===== src/rtl/fetch_unit_if.sv =====
// Instruction-bus request/response bundle between the fetch stage (master)
// and the instruction memory (slave).
`timescale 1ns/1ps
interface fetch_unit_if;
  logic        ireq_valid;
  logic [31:0] ireq_addr;
  logic        iresp_addr_ok;
  logic        iresp_data_ok;
  logic [31:0] iresp_data;

  modport master (
    output ireq_valid, ireq_addr,
    input  iresp_addr_ok, iresp_data_ok, iresp_data
  );
  modport slave (
    input  ireq_valid, ireq_addr,
    output iresp_addr_ok, iresp_data_ok, iresp_data
  );
endinterface


===== src/rtl/fetch_unit.sv =====
// MIPS instruction-fetch stage: one outstanding bus fetch, F->D register, decode
// stall and delay-slot redirect. Optional FETCH_ADEL_EN flags misaligned fetches.
`timescale 1ns/1ps
module fetch_unit #(
  parameter logic [31:0] RESET_PC = 32'hBFC0_0000
) (
  input  logic               clk,
  input  logic               reset,
  fetch_unit_if.master       bus,
  input  logic               stall,
  input  logic               ifj,
  input  logic [31:0]        pc_decode,
  output logic               d_valid,
  output logic [31:0]        d_pc,
  output logic [31:0]        d_imp
`ifdef FETCH_ADEL_EN
  ,
  output logic               d_adel
`endif
);

  typedef enum logic [1:0] {S_REQ, S_DATA, S_HOLD} state_t;

  state_t      state, state_nx;
  logic [31:0] faddr;
  logic        pend;
  logic [31:0] pend_target;
  logic [31:0] hold_pc;
  logic [31:0] hold_imp;
  logic        misal;
  logic        fetch_done;
  logic        hold_exit;
  logic        take_ifj;
  logic [31:0] fetch_word;

`ifdef FETCH_ADEL_EN
  assign misal = (faddr[1:0] != 2'b00);
`else
  assign misal = 1'b0;
`endif

  assign bus.ireq_addr = faddr;
  assign fetch_word    = misal ? '0 : bus.iresp_data;
  assign hold_exit     = (state == S_HOLD) && !stall;
  assign take_ifj      = d_valid && !stall && ifj;

  always_ff @(posedge clk or posedge reset) begin
    if (reset) state <= S_REQ;
    else       state <= state_nx;
  end

  // A misaligned address completes locally in S_REQ without touching the bus.
  always_comb begin
    state_nx       = state;
    bus.ireq_valid = 1'b0;
    fetch_done     = 1'b0;
    case (state)
      S_REQ: begin
        bus.ireq_valid = !misal && !reset;
        if (misal || (bus.iresp_addr_ok && bus.iresp_data_ok)) fetch_done = 1'b1;
        else if (bus.iresp_addr_ok)                              state_nx   = S_DATA;
      end
      S_DATA: begin
        if (bus.iresp_data_ok) fetch_done = 1'b1;
      end
      S_HOLD: begin
        if (!stall) state_nx = S_REQ;
      end
      default: state_nx = S_REQ;
    endcase
    if (fetch_done) state_nx = stall ? S_HOLD : S_REQ;
  end

  always_ff @(posedge clk or posedge reset) begin
    if (reset) begin
      faddr       <= RESET_PC;
      pend        <= 1'b0;
      pend_target <= '0;
      hold_pc     <= '0;
      hold_imp    <= '0;
      d_valid     <= 1'b0;
      d_pc        <= '0;
      d_imp       <= '0;
    end else begin
      // The word in flight or held is the delay slot: redirect lands right after it.
      if (fetch_done) begin
        pend <= 1'b0;
        if (take_ifj)  faddr <= pc_decode;
        else if (pend) faddr <= pend_target;
        else           faddr <= faddr + 32'd4;
        if (stall) begin
          hold_pc  <= faddr;
          hold_imp <= fetch_word;
        end
      end else if (take_ifj) begin
        if (state == S_HOLD) begin
          faddr <= pc_decode;
        end else begin
          pend        <= 1'b1;
          pend_target <= pc_decode;
        end
      end

      if (!stall) begin
        if (fetch_done) begin
          d_valid <= 1'b1;
          d_pc    <= faddr;
          d_imp   <= fetch_word;
        end else if (hold_exit) begin
          d_valid <= 1'b1;
          d_pc    <= hold_pc;
          d_imp   <= hold_imp;
        end else begin
          d_valid <= 1'b0;
        end
      end
    end
  end

`ifdef FETCH_ADEL_EN
  logic hold_adel;

  always_ff @(posedge clk or posedge reset) begin
    if (reset) begin
      hold_adel <= 1'b0;
      d_adel    <= 1'b0;
    end else begin
      if (fetch_done && stall) hold_adel <= misal;
      if (!stall) begin
        if (fetch_done)     d_adel <= misal;
        else if (hold_exit) d_adel <= hold_adel;
      end
    end
  end
`endif

endmodule

===== src/flat_wrapper.sv =====
// flat-port wrapper written by rule: the top's interface ports become plain ports
module fetch_unit_flat 
#(
  parameter logic [31:0] RESET_PC = 32'hBFC0_0000
)
  (clk, reset, stall, ifj, pc_decode, d_valid, d_pc, d_imp, bus_ireq_valid, bus_ireq_addr, bus_iresp_addr_ok, bus_iresp_data_ok, bus_iresp_data);
  fetch_unit_if bus_i ();
  input  logic clk;
  input  logic reset;
  input  logic stall;
  input  logic ifj;
  input  logic [31:0] pc_decode;
  output logic d_valid;
  output logic [31:0] d_pc;
  output logic [31:0] d_imp;
  output wire logic [$bits(bus_i.ireq_valid)-1:0] bus_ireq_valid;
  output wire logic [$bits(bus_i.ireq_addr)-1:0] bus_ireq_addr;
  input wire logic [$bits(bus_i.iresp_addr_ok)-1:0] bus_iresp_addr_ok;
  input wire logic [$bits(bus_i.iresp_data_ok)-1:0] bus_iresp_data_ok;
  input wire logic [$bits(bus_i.iresp_data)-1:0] bus_iresp_data;
  assign bus_ireq_valid = bus_i.ireq_valid;
  assign bus_ireq_addr = bus_i.ireq_addr;
  assign bus_i.iresp_addr_ok = bus_iresp_addr_ok;
  assign bus_i.iresp_data_ok = bus_iresp_data_ok;
  assign bus_i.iresp_data = bus_iresp_data;
  fetch_unit #(.RESET_PC(RESET_PC)) u_core (.clk(clk), .reset(reset), .bus(bus_i), .stall(stall), .ifj(ifj), .pc_decode(pc_decode), .d_valid(d_valid), .d_pc(d_pc), .d_imp(d_imp));
endmodule

===== config.mk =====
export PLATFORM = sky130hd
export DESIGN_NAME = fetch_unit_flat
export DESIGN_NICKNAME = d
export VERILOG_FILES = /design/src/rtl/fetch_unit_if.sv /design/src/rtl/fetch_unit.sv /design/src/flat_wrapper.sv
export SDC_FILE = /design/constraint.sdc
export NUM_CORES = 1
export LEC_CHECK = 0
export CORE_MARGIN = 3
export CORE_UTILIZATION = 45
export DETAILED_ROUTE_END_ITERATION = 8
export HOLD_SLACK_MARGIN = 0.03
export PLACE_DENSITY = 0.73
export SLEW_MARGIN = 40
export SYNTH_ARGS = -nofsm -noshare
export SYNTH_HDL_FRONTEND = slang
export SYNTH_SLANG_ARGS = --single-unit
export TNS_END_PERCENT = 20

===== constraint.sdc =====
create_clock -name clk -period 6.45 [get_ports clk]
set_clock_uncertainty 0.2 [all_clocks]
set_input_delay 0.9675 -clock clk [delete_from_list [all_inputs] [get_ports clk]]
set_output_delay 0.9675 -clock clk [all_outputs]
set_load 0.02 [all_outputs]

# Word level (Yosys, flattened, before mapping)
# Cells that the tools add are included.
# word_totals
wordCells,60
input_bits,70
out_inout_bits,98
ff_bits,196
# classes
add_sub_neg,1
n_bitwise,3
n_reduce_logical,16
mux,24
n_eq_ne,7
# op_table
cell,n
two-way mux 32 bit,9
adder 32 x 3 -> 32 bit (second input constant),1
two-way mux 2 bit,5
!= test 3 x 2 -> 1 bit (second input constant),3
two-way mux 1 bit,8
AND reduction 2 bit,4
case mux 2 bit (3 select lines),1
nonzero test 2 bit,3
logical AND 1 bit,4
!= test 2 x 1 -> 1 bit (second input constant),2
AND reduction 4 bit,1
inverter 1 bit,3
AND reduction 3 bit,1
== test 2 x 1 -> 1 bit (second input constant),1
== test 2 bit (second input constant),1
logical NOT 1 bit,2
logical NOT 2 bit,1
case mux 1 bit (2 select lines),1

# Logic depth before layout (Yosys ltp)
# Gate-level depths: netlist (run 1).
# logic_depth
word_depth,5
depth_mapped,9

# Worst setup path before layout (run 1)
# Ideal clock, no wire load.
# synth_path
kind,input port to output port
startpoint,input port reset
endpoint,output port bus_ireq_valid
arrival_ns,1.423
required_time_ns,5.282
cell_stages,1
path_slack_ns,3.860
path_cell_list,nor3_1
# synth_between
elab_chain_len,2
# synth_rtl
item,line,rtl
start: declaration,flat_wrapper.sv:9,input logic reset;
logical NOT 1 bit (no source line),n/a,
two-way mux 1 bit,fetch_unit.sv:57,case (state)
end: declaration,flat_wrapper.sv:16,output wire logic [$bits(bus_i.ireq_valid)-1:0] bus_ireq_valid;
# No other way between the ends.

# Worst setup path in the final report (run 1)
# layout_path
startpoint,input port stall
endpoint,register u_core.pend_target[3]
# layout_between
elab_chain_len,4
# layout_rtl
item,line,rtl
start: declaration,flat_wrapper.sv:10,input logic stall;
logical NOT 1 bit,fetch_unit.sv:45,assign take_ifj = d_valid && !stall && ifj;
logical AND 1 bit (2 in a row),fetch_unit.sv:45,
AND reduction 3 bit (no source line),n/a,
end signal: assignment,fetch_unit.sv:100,pend_target <= pc_decode;
end: declaration,fetch_unit.sv:27,logic [31:0] pend_target;
# No other way between the ends.
# A chain may end at the register's enable or synchronous reset.

==> impl_results.md, run 1 <==
- Row cnt: 51
- Final period util: 54.42%
- Ys flop type: dfrtp_1
- Slew @ Worst Pin: 0.8320 ns
- IO Pins: 168
- Gr usage total: 19.59%
- Layout Nets: 999
- Final worst slack: 2.940 ns
- Total gr overflow: 0
- Wire per inst: 17.85 um
- FF/Latch Area: 4916 um2
- Setup slack at placement: 2.515 ns
- Multi-input gate area: 3852 um2
- Final hold vios: 0
- Routed WL: 21,510 um
- Routed vias: 6,525
- Number of global-route vias before repair: 6,376
- Hold_buf cts: 0
- Slew Limit Fails: 0
- Die ar.: 21,930 um2
- CTS tree: yes
- Fillers: 1,690
- Clk_lat worst skew: 0.43 ns
- Drt pass-1 iters: 5
- Finished Cell Area: 11,550 um2
- Post-CTS resize count: 0
- PwrDens: 411.2 nW/um2
- CP max-delay cell: and2_2
- F_max: 0.2849 GHz
- Dominant cell type by area after synthesis: dfrtp_1
- TritonCTS Buffers: 17
- Outcome: finished clean
- Yosys top cell area share: 51.51%
- Die Y: 148.1 um
- CP cell instances: clkdlybuf4s50_1 > and3b_1 > and2_2 > mux2_2
- Async set-reset flop share out of synthesis: 100.0%
- EDFF count, synth: 0
- Number of antenna diodes: 0
- Minimum clock period: 3.510 ns
- DRT iter0 DRCs: 378
- Flops & latches, synth: 196
- Final Util: 58.78%
- CP Launch Type: input port
- Final antenna-violating net count: 0
- Max transition margin: 44.53%
- Critical path class: in2reg
- Vias/cell: 5.415
- Worst-path maximum fanout: 32
- Leakage: 5.147 nW
- Die X: 148.1 um
- Unrepaired setup endpoints after global routing: false
- Synth Warn #: 0
- Buffers on Ports: 167
- Mean Syn Cell Area: 11.51 um2
- Sequential fraction of the synthesis area: 54.11%
- Final setup fails: 0
- DP Wirelength: 14,360 um
- Initial antenna violation count: 0
- Max IR drop VDD: 0.0002099 V
- Post-CTS Repair Setup Buffers: 0
- Worst hold path type: reg2reg
- Critical path's largest stage delay: 0.83 ns
- Clk root buf: clkbuf_16
- Clk sinks: 196
- Initial Util: 46.22%
- Crit. End Element: flip-flop
- Net Count, Synth: 860
- First-pass GRT wire length: 34,250 um
- GP Congestion: 0.7986
- Worst EP required: 6.56 ns
- Max cap viols: 0
- H-tree Lvls: 4
- DR DRC count: 0
- Worst Path Arrival: 3.62 ns
- Ranking of synthesized cells by area: dfrtp_1 (52%), mux2_2 (11%), mux2i_1 (7.5%)
- Area grow syn2layout: 27.16%
- Core box area: 19,650 um2
- Cells after Synth: 789
- Syn Std Cell Area: 9085 um2
- Setup TNS: 0 ns
- Worst reg2reg path depth: 5
- Largest net degree at the start of global routing: 157
- Synth cell types: 62
- Min-Delay Path Depth: 2
- CTS max path bufs: 2
- Clock transition at the registers of the reported paths: 0.07 ns
- Share of cells above drive strength 1: 16.28%
- Placed inst area: 10,930 um2
==> worst paths after layout <==
kind | startpoint | endpoint | slack, ns
max | stall | u_core.pend_target[3] | 2.94
min | u_core.d_imp[25] | u_core.d_imp[25] | 0.28
max reg2reg | u_core.state[0] | u_core.d_imp[4] | 3.66
min reg2reg | u_core.d_imp[25] | u_core.d_imp[25] | 0.28
max in group asynchronous | reset | u_core.hold_imp[21] | 4.11
min in group asynchronous | reset | u_core.pend_target[26] | 0.75
==> per-stage QoR <==
stage	hold slack [ns]	std cells	total power, mW
3_3_place_gp	0.2595	1170	3.646
2_1_floorplan	0.2489	789	2.942
5_1_grt	0.3022	1205	5.027
3_5_place_dp	0.2691	1173	3.705
4_1_cts	0.2841	1204	4.787
6_report	0.2779	1205	4.750
==> registers in the layout, indices dropped and copies added (netlist names) <==
signal,flops
u_core.bus.ireq_addr,32
u_core.d_imp,32
u_core.d_pc,32
u_core.d_valid,1
u_core.hold_imp,32
u_core.hold_pc,32
u_core.pend,1
u_core.pend_target,32
u_core.state,2
==> cells in the final DEF (no fill, tap or decap), types with 5 or more instances in the layout <==
cell / netlist / final
clkbuf_16: 0 / 17
nand2_1: 86 / 86
nand3_1: 19 / 19
and3_1: 8 / 8
xor2_1: 15 / 15
nor3_1: 6 / 6
a22oi_1: 5 / 5
inv_1: 7 / 6
mux2i_1: 68 / 68
clkdlybuf4s50_1: 0 / 167
dfrtp_1: 187 / 187
nand4_1: 8 / 8
mux2_1: 6 / 6
a21oi_1: 31 / 31
a32o_1: 8 / 8
mux2_2: 86 / 86
dfstp_2: 9 / 9
nor2_1: 25 / 23
o21ai_0: 100 / 100
==> worst max-delay path, delay by kind of cell <==
kind / cells / cell delay, ns
AND/OR/NAND/NOR: 2 / 1.65
buffers and inverters: 1 / 0.57
multiplexers: 1 / 0.42
==> cells in the mapped netlist (2+ instances only) <==
library cell and n:
and2_1 2, o31ai_1 2, clkbuf_2 3, dfrtp_1 187, a21oi_1 31, dfstp_2 9, and4_1 2, a221oi_1 3
mux2_2 86, o21bai_1 2, and4_2 3, xnor2_1 4, o21ai_0 100, inv_1 7, a22oi_1 5, a21o_1 2
o22ai_1 2, buf_2 28, clkbuf_1 13, nand4_4 2, o22a_1 3, nor3_2 2, mux2_1 6, clkbuf_4 2
buf_6 9, and3_1 8, nand4_1 8, mux2i_1 68, a32o_1 8, nor2_1 25, nand2_1 86, a211oi_1 2
xor2_1 15, nand2b_1 3, nand3_1 19, nor3_1 6
==> cell families (layout without fill, tap and decap cells) <==
family	count (synthesis)	in the layout	share of synthesized area, %
buffers and inverters	63	214	3.898
muxes	160	160	18.90
DFF	196	196	54.11
adders and majority gates	1	1	0.1377
and+or+nand+nor	178	178	9.834
xor gates and xnor gates	19	19	1.832
AOI/OAI and AO/OA	172	172	11.29
==> cell type report <==
class,instances,area share [%]
flip-flops and latches,196,42.55
multi-input cells,530,33.35
repair buffers,176,15.82
clock buffers,23,4.051
inverters,7,0.2599
clock inverters,8,1.094
well taps,265,2.870
==> power breakdown <==
group	total (mW)	internal, mW	switching, mW
sequential	2.06	1.69	0.379
combinational	1.61	0.823	0.790
clock	1.07	0.629	0.443
==> per-layer routing <==
layer | vias to the layer above | global-route usage [%] | part of all wire, %
met5 | - | 0 | 0
met4 | 0 | 6.005 | 1.5
li1 | 3086 | - | -
met1 | 3233 | 28.28 | 48
met2 | 185 | 30.24 | 46
met3 | 21 | 3.809 | 4.9
No activity file was read; power rests on OpenSTA's default activity.
==> run 2: changes to the inputs <==
PLACE_DENSITY = 0.7   (was 0.73)
clock period = 3.5 ns   (was 6.45 ns; I/O delays follow)
==> impl_results.md, run 2 (synthesis gave the netlist of run 1 again) <==
- Critical path class: in2out (was in2reg)
- Combinational Power Share: 33.8% (was 34.0%)
- Setup slack at placement: 0.5296 ns (was 2.515 ns)
- GP Congestion: 0.7966 (was 0.7986)
- Crit. End Element: output port (was flip-flop)
- Min-Delay Path Depth: 2 (unchanged)
- Initial Util: 46.22% (unchanged)
- Layout Nets: 1,008 (was 999)
- Initial antenna violation count: 0 (unchanged)
- Unrepaired setup endpoints after global routing: false (unchanged)
- Clk_lat worst skew: 0.44 ns (was 0.43 ns)
- Drt pass-1 iters: 5 (unchanged)
- TritonCTS Buffers: 17 (unchanged)
- IO Pins: 168 (unchanged)
- Slew @ Worst Pin: 0.6914 ns (was 0.8320 ns)
- CTS tree: yes (unchanged)
- Switch Pwr: 3.130 mW (was 1.612 mW)
- Clk root buf: clkbuf_16 (unchanged)
- Number of antenna diodes: 0 (unchanged)
- H-tree Lvls: 4 (unchanged)
- CTS max path bufs: 2 (unchanged)
- RR Endpoint: u_core.d_imp[3] (was u_core.d_imp[4])
- First-pass GRT wire length: 35,400 um (was 34,250 um)
- Post-CTS Repair Setup Buffers: 0 (unchanged)
- Worst-path maximum fanout: 2 (was 32)
- Row cnt: 51 (unchanged)
- Largest net degree at the start of global routing: 70 (was 157)
- R2R setup slack: 1.17 ns (was 3.66 ns)
- DRT iter0 DRCs: 450 (was 378)
- Worst reg2reg path depth: 5 (unchanged)
- Buffers on Ports: 167 (unchanged)
- DP Wirelength: 14,830 um (was 14,360 um)
- Worst hold path type: reg2reg (unchanged)
- Core box area: 19,650 um2 (unchanged)
- Share of cells above drive strength 1: 17.26% (was 16.28%)
- Max cap viols: 0 (unchanged)
- Number of global-route vias before repair: 6,392 (was 6,376)
- Final period util: 77.19%
- Total gr overflow: 0 (unchanged)
- Setup TNS: 0 ns (unchanged)
- Most common cell after layout, fill and taps aside: dfrtp_1 (unchanged)
- Hold_buf cts: 0 (unchanged)
- Placed inst area: 11,000 um2 (was 10,930 um2)
- Final antenna-violating net count: 0 (unchanged)
- CP Launch Point: reset (was stall)
- Hold EP: u_core.d_imp[27] (was u_core.d_imp[25])
- Switching Fraction: 35.61% (was 33.93%)
- DR DRC count: 0 (unchanged)
- Clock transition at the registers of the reported paths: 0.07 ns (about the same)
- Leakage: 5.206 nW (was 5.147 nW)
- PwrDens: 756.5 nW/um2 (was 411.2 nW/um2)
- Clock share of power: 22.7% (was 22.6%)
- P_int: 5.659 mW (was 3.138 mW)
- Area grow syn2layout: 27.89% (was 27.16%)
- Final hold vios: 0 (unchanged)
- Slew Limit Fails: 0 (unchanged)
- Final setup fails: 0 (unchanged)
- Final worst slack: 0.7985 ns (was 2.940 ns)
- Worst EP required: 2.77 ns (was 6.56 ns)
- Wire per inst: 17.78 um (was 17.85 um)
- Die X: 148.1 um (unchanged)
- Vias/cell: 5.354 (was 5.415)
- Max IR drop VDD: 0.0004732 V (was 0.0002099 V)
- Routed WL: 21,610 um (was 21,510 um)
- Worst r2r src: u_core.state[0] (unchanged)
- Minimum clock period: 2.702 ns
- Worst Path Arrival: 1.98 ns (was 3.62 ns)
- CP Launch Type: input port (unchanged)
- Clk sinks: 196 (unchanged)
- Routed vias: 6,505 (was 6,525)
- Reg power frac: 43.5% (about the same)
- Finished Cell Area: 11,620 um2 (was 11,550 um2)
- Die ar.: 21,930 um2 (unchanged)
- Hold_sp: u_core.d_imp[27] (was u_core.d_imp[25])
- Most frequent cells in the layout: dfrtp_1 (187), clkdlybuf4s50_1 (167), o21ai_0 (100), mux2_2 (86), nand2_1 (86) (unchanged)
- Outcome: finished clean (unchanged)
- Final Util: 59.12% (was 58.78%)
- Gr usage total: 20.22% (was 19.59%)
- Post-CTS resize count: 0 (unchanged)
- Max transition margin: 53.91% (was 44.53%)
- Die Y: 148.1 um (unchanged)
- F_max: 0.3702 GHz
## run 2: changes by cell type in the layout (fill, tap and decap cells not counted), moves of 3 or more
cell        change
clkinvlp_4      -3
inv_6           +6
clkinv_8        +3
buf_4           +8
buf_16          -3
clkbuf_1        -4
inv_8           +3
buf_12          +5
## run 2: worst max-delay path: stages
cell and delay [ns]:
clkdlybuf4s50_1 0.49, nor3_1 0.30, clkdlybuf4s50_1 0.67
## run 2: power by group through the flow
stage          clock (mW)  combinational (mW)  sequential, mW
2_1_floorplan           0                1.29            4.14
3_3_place_gp            0                2.93            3.83
3_5_place_dp            0                2.99            3.86
4_1_cts              2.03                3.01            3.82
5_1_grt              2.12                3.24            3.95
6_report             2.00                2.97            3.82
## run 2: worst max path at each step
stage / slack (ns) / to / cells past startpoint
global placement: 0.59 / u_core.d_imp[7] / 6
global route: 0.77 / bus_ireq_valid / 3
floorplan: 0.25 / u_core.bus.ireq_addr[0] / 1
CTS: 0.80 / bus_ireq_valid / 3
detailed placement: 0.53 / u_core.d_imp[3] / 6
finish: 0.80 / bus_ireq_valid / 3
## run 2: through the flow
| step | cells | hold slack (ns) | power [mW] |
|---|---|---|---|
| floorplan | 789 | 0.2489 | 5.422 |
| global placement | 1183 | 0.2603 | 6.762 |
| detailed placement | 1183 | 0.2692 | 6.851 |
| CTS | 1215 | 0.2788 | 8.853 |
| global route | 1215 | 0.2920 | 9.314 |
| finish | 1215 | 0.2761 | 8.789 |
## run 2: area by class of cell
type,count,area [um2]
clock inverter,15,182.7
tap,265,331.6
inverter,7,30.03
multi-input combinational,530,3839
clock buffer,17,425.4
timing repair buffer,185,1894
fill,1690,8035
sequential,196,4916
## run 2: routing by layer
layer	vias to the layer above	wire (um)	GRT usage [%]
li1	3106	-	-
met1	3198	10300	29.53
met2	180	9862	31.33
met3	21	1144	3.900
met4	0	305	5.219
met5	-	0	0
==> run 3: changes to the inputs <==
clock period = 2.6 ns   (was 3.5 ns; I/O delays follow)
==> impl_results.md, run 3 (synthesis gave the netlist of run 1 again) <==
- Clk sinks: 196 (unchanged)
- WL met1: 10,220 um (was 10,300 um)
- Setup slack at placement: 0.1605 ns (was 0.5296 ns)
- Worst hold path type: in2async (was reg2reg)
- Max IR drop VDD: 0.0005028 V (was 0.0004732 V)
- Unrepaired setup endpoints after global routing: false (unchanged)
- Most common cell after layout, fill and taps aside: dfrtp_1 (unchanged)
- DR DRC count: 0 (unchanged)
- PwrDens: 1018 nW/um2 (was 756.5 nW/um2)
- Area grow syn2layout: 30.51% (was 27.89%)
- CTS max path bufs: 2 (unchanged)
- Final worst slack: 0.1903 ns (was 0.7985 ns)
- Worst Path Arrival: 1.82 ns (was 1.98 ns)
- CTS tree: yes (unchanged)
- Clk_lat worst skew: 0.43 ns (was 0.44 ns)
- F_max: 0.4150 GHz
- Worst-path maximum fanout: 2 (unchanged)
- Layout Nets: 1,030 (was 1,008)
- GP Congestion: 0.8133 (was 0.7966)
- Final hold vios: 0 (unchanged)
- Share of cells above drive strength 1: 19.14% (was 17.26%)
- Routed vias: 6,609 (was 6,505)
- Initial Util: 46.22% (unchanged)
- CP Launch Type: input port (unchanged)
- Clock transition at the registers of the reported paths: 0.07 ns (about the same)
- Initial antenna violation count: 0 (unchanged)
- DR top layer: met4 (unchanged)
- Number of global-route vias before repair: 6,613 (was 6,392)
- Final period util: 92.68%
- Buffers on Ports: 167 (unchanged)
- Fillers: 1,669 (was 1,690)
- Crit. End Element: output port (unchanged)
- Vias/cell: 5.343 (was 5.354)
- Leakage: 5.327 nW (was 5.206 nW)
- Max cap viols: 0 (unchanged)
- First-pass GRT wire length: 35,510 um (was 35,400 um)
- Gr usage total: 20.33% (was 20.22%)
- IO Pins: 168 (unchanged)
- Routed wl met3: 1143 um (was 1144 um)
- Die X: 148.1 um (unchanged)
- Max transition margin: 65.42% (was 53.91%)
- Wire per inst: 17.64 um (was 17.78 um)
- Die ar.: 21,930 um2 (unchanged)
- Clk root buf: clkbuf_16 (unchanged)
- Worst reg2reg path depth: 5 (unchanged)
- Post-CTS Repair Setup Buffers: 0 (unchanged)
- DRT iter0 DRCs: 356 (was 450)
- Die Y: 148.1 um (unchanged)
- Slew Limit Fails: 0 (unchanged)
- Outcome: finished clean (unchanged)
- Final antenna-violating net count: 0 (unchanged)
- DP Wirelength: 15,400 um (was 14,830 um)
- Core box area: 19,650 um2 (unchanged)
- Slew @ Worst Pin: 0.5187 ns (was 0.6914 ns)
- Placed inst area: 11,220 um2 (was 11,000 um2)
- Row cnt: 51 (unchanged)
- Worst EP required: 2.01 ns (was 2.77 ns)
- Hold_buf cts: 0 (unchanged)
- Number of antenna diodes: 0 (unchanged)
- Minimum clock period: 2.410 ns
- Largest net degree at the start of global routing: 75 (was 70)
- Post-CTS resize count: 0 (unchanged)
- Final setup fails: 0 (unchanged)
- Most frequent cells in the layout: dfrtp_1 (187), clkdlybuf4s50_1 (167), o21ai_0 (100), mux2_2 (86), nand2_1 (86) (unchanged)
- Met2 Wirelength: 10,020 um (was 9862 um)
- Drt pass-1 iters: 5 (unchanged)
- TritonCTS Buffers: 17 (unchanged)
- Critical path class: in2out (unchanged)
- Finished Cell Area: 11,860 um2 (was 11,620 um2)
- Total gr overflow: 0 (unchanged)
- Routed WL: 21,820 um (was 21,610 um)
- H-tree Lvls: 4 (unchanged)
- Final Total Pwr: 12.06 mW (was 8.789 mW)
==> run 3: cell types whose count changed in the layout (fill, tap and decap cells not counted), sizes merged <==
cell      previous run  this run
clkbuf              17        18
clkinvlp             1         5
clkinv               5         3
bufinv               1         4
inv                 15         9
buf                 18        40
==> run 3: area by class of cell <==
cell class,instances,area (um2),area share (%)
Tap cell,265,331.6,2.797
Sequential cell,196,4916,41.46
Clock buffer,18,439.2,3.704
Inverter,7,30.03,0.2533
Clock inverter,14,200.2,1.688
Multi-Input combinational cell,530,3830,32.30
Timing Repair Buffer,207,2110,17.79
==> run 3: through the flow <==
stage	setup TNS [ns]	utilization (%)	hold slack [ns]	cells
after floorplan	-96.31	-	0.2489	789
after global placement	0	57.07	0.2592	1205
after detailed placement	0	57.07	0.2689	1205
after CTS	0	60.33	0.1271	1237
after global routing	0	60.33	0.1340	1237
final	0	60.33	0.1570	1237
==> run 3: layer usage <==
layer,global-route usage (%),up-vias
met5,0,-
met4,6.513,0
met3,4.205,27
met2,31.51,191
met1,28.96,3240
li1,-,3151
==> run 3: report_power, final <==
| part | leakage (nW) | internal [mW] | switching [mW] |
|---|---|---|---|
| Sequential | 2.43 | 4.18 | 0.913 |
| Clock | 0.302 | 1.65 | 1.17 |
| Combinational | 2.59 | 2.13 | 2.03 |
| Total | 5.33 | 7.96 | 4.11 |
==> run 3: final timing paths <==
kind                                           from                  endpoint  slack, ns
setup / recovery                              reset            bus_ireq_valid       0.19
hold reg to reg                     u_core.d_pc[13]           u_core.d_pc[13]       0.28
max in group asynchronous                     reset       u_core.hold_imp[23]       1.38
min in group clk                    u_core.d_pc[13]           u_core.d_pc[13]       0.28
hold / removal                                reset        u_core.hold_pc[28]       0.16
setup reg to reg           u_core.bus.ireq_addr[13]  u_core.bus.ireq_addr[29]       0.44
==> run 3: worst max-delay path, stage by stage <==
cell,delay [ns]
clkdlybuf4s50_1,0.50
nor3_1,0.27
clkdlybuf4s50_1,0.66
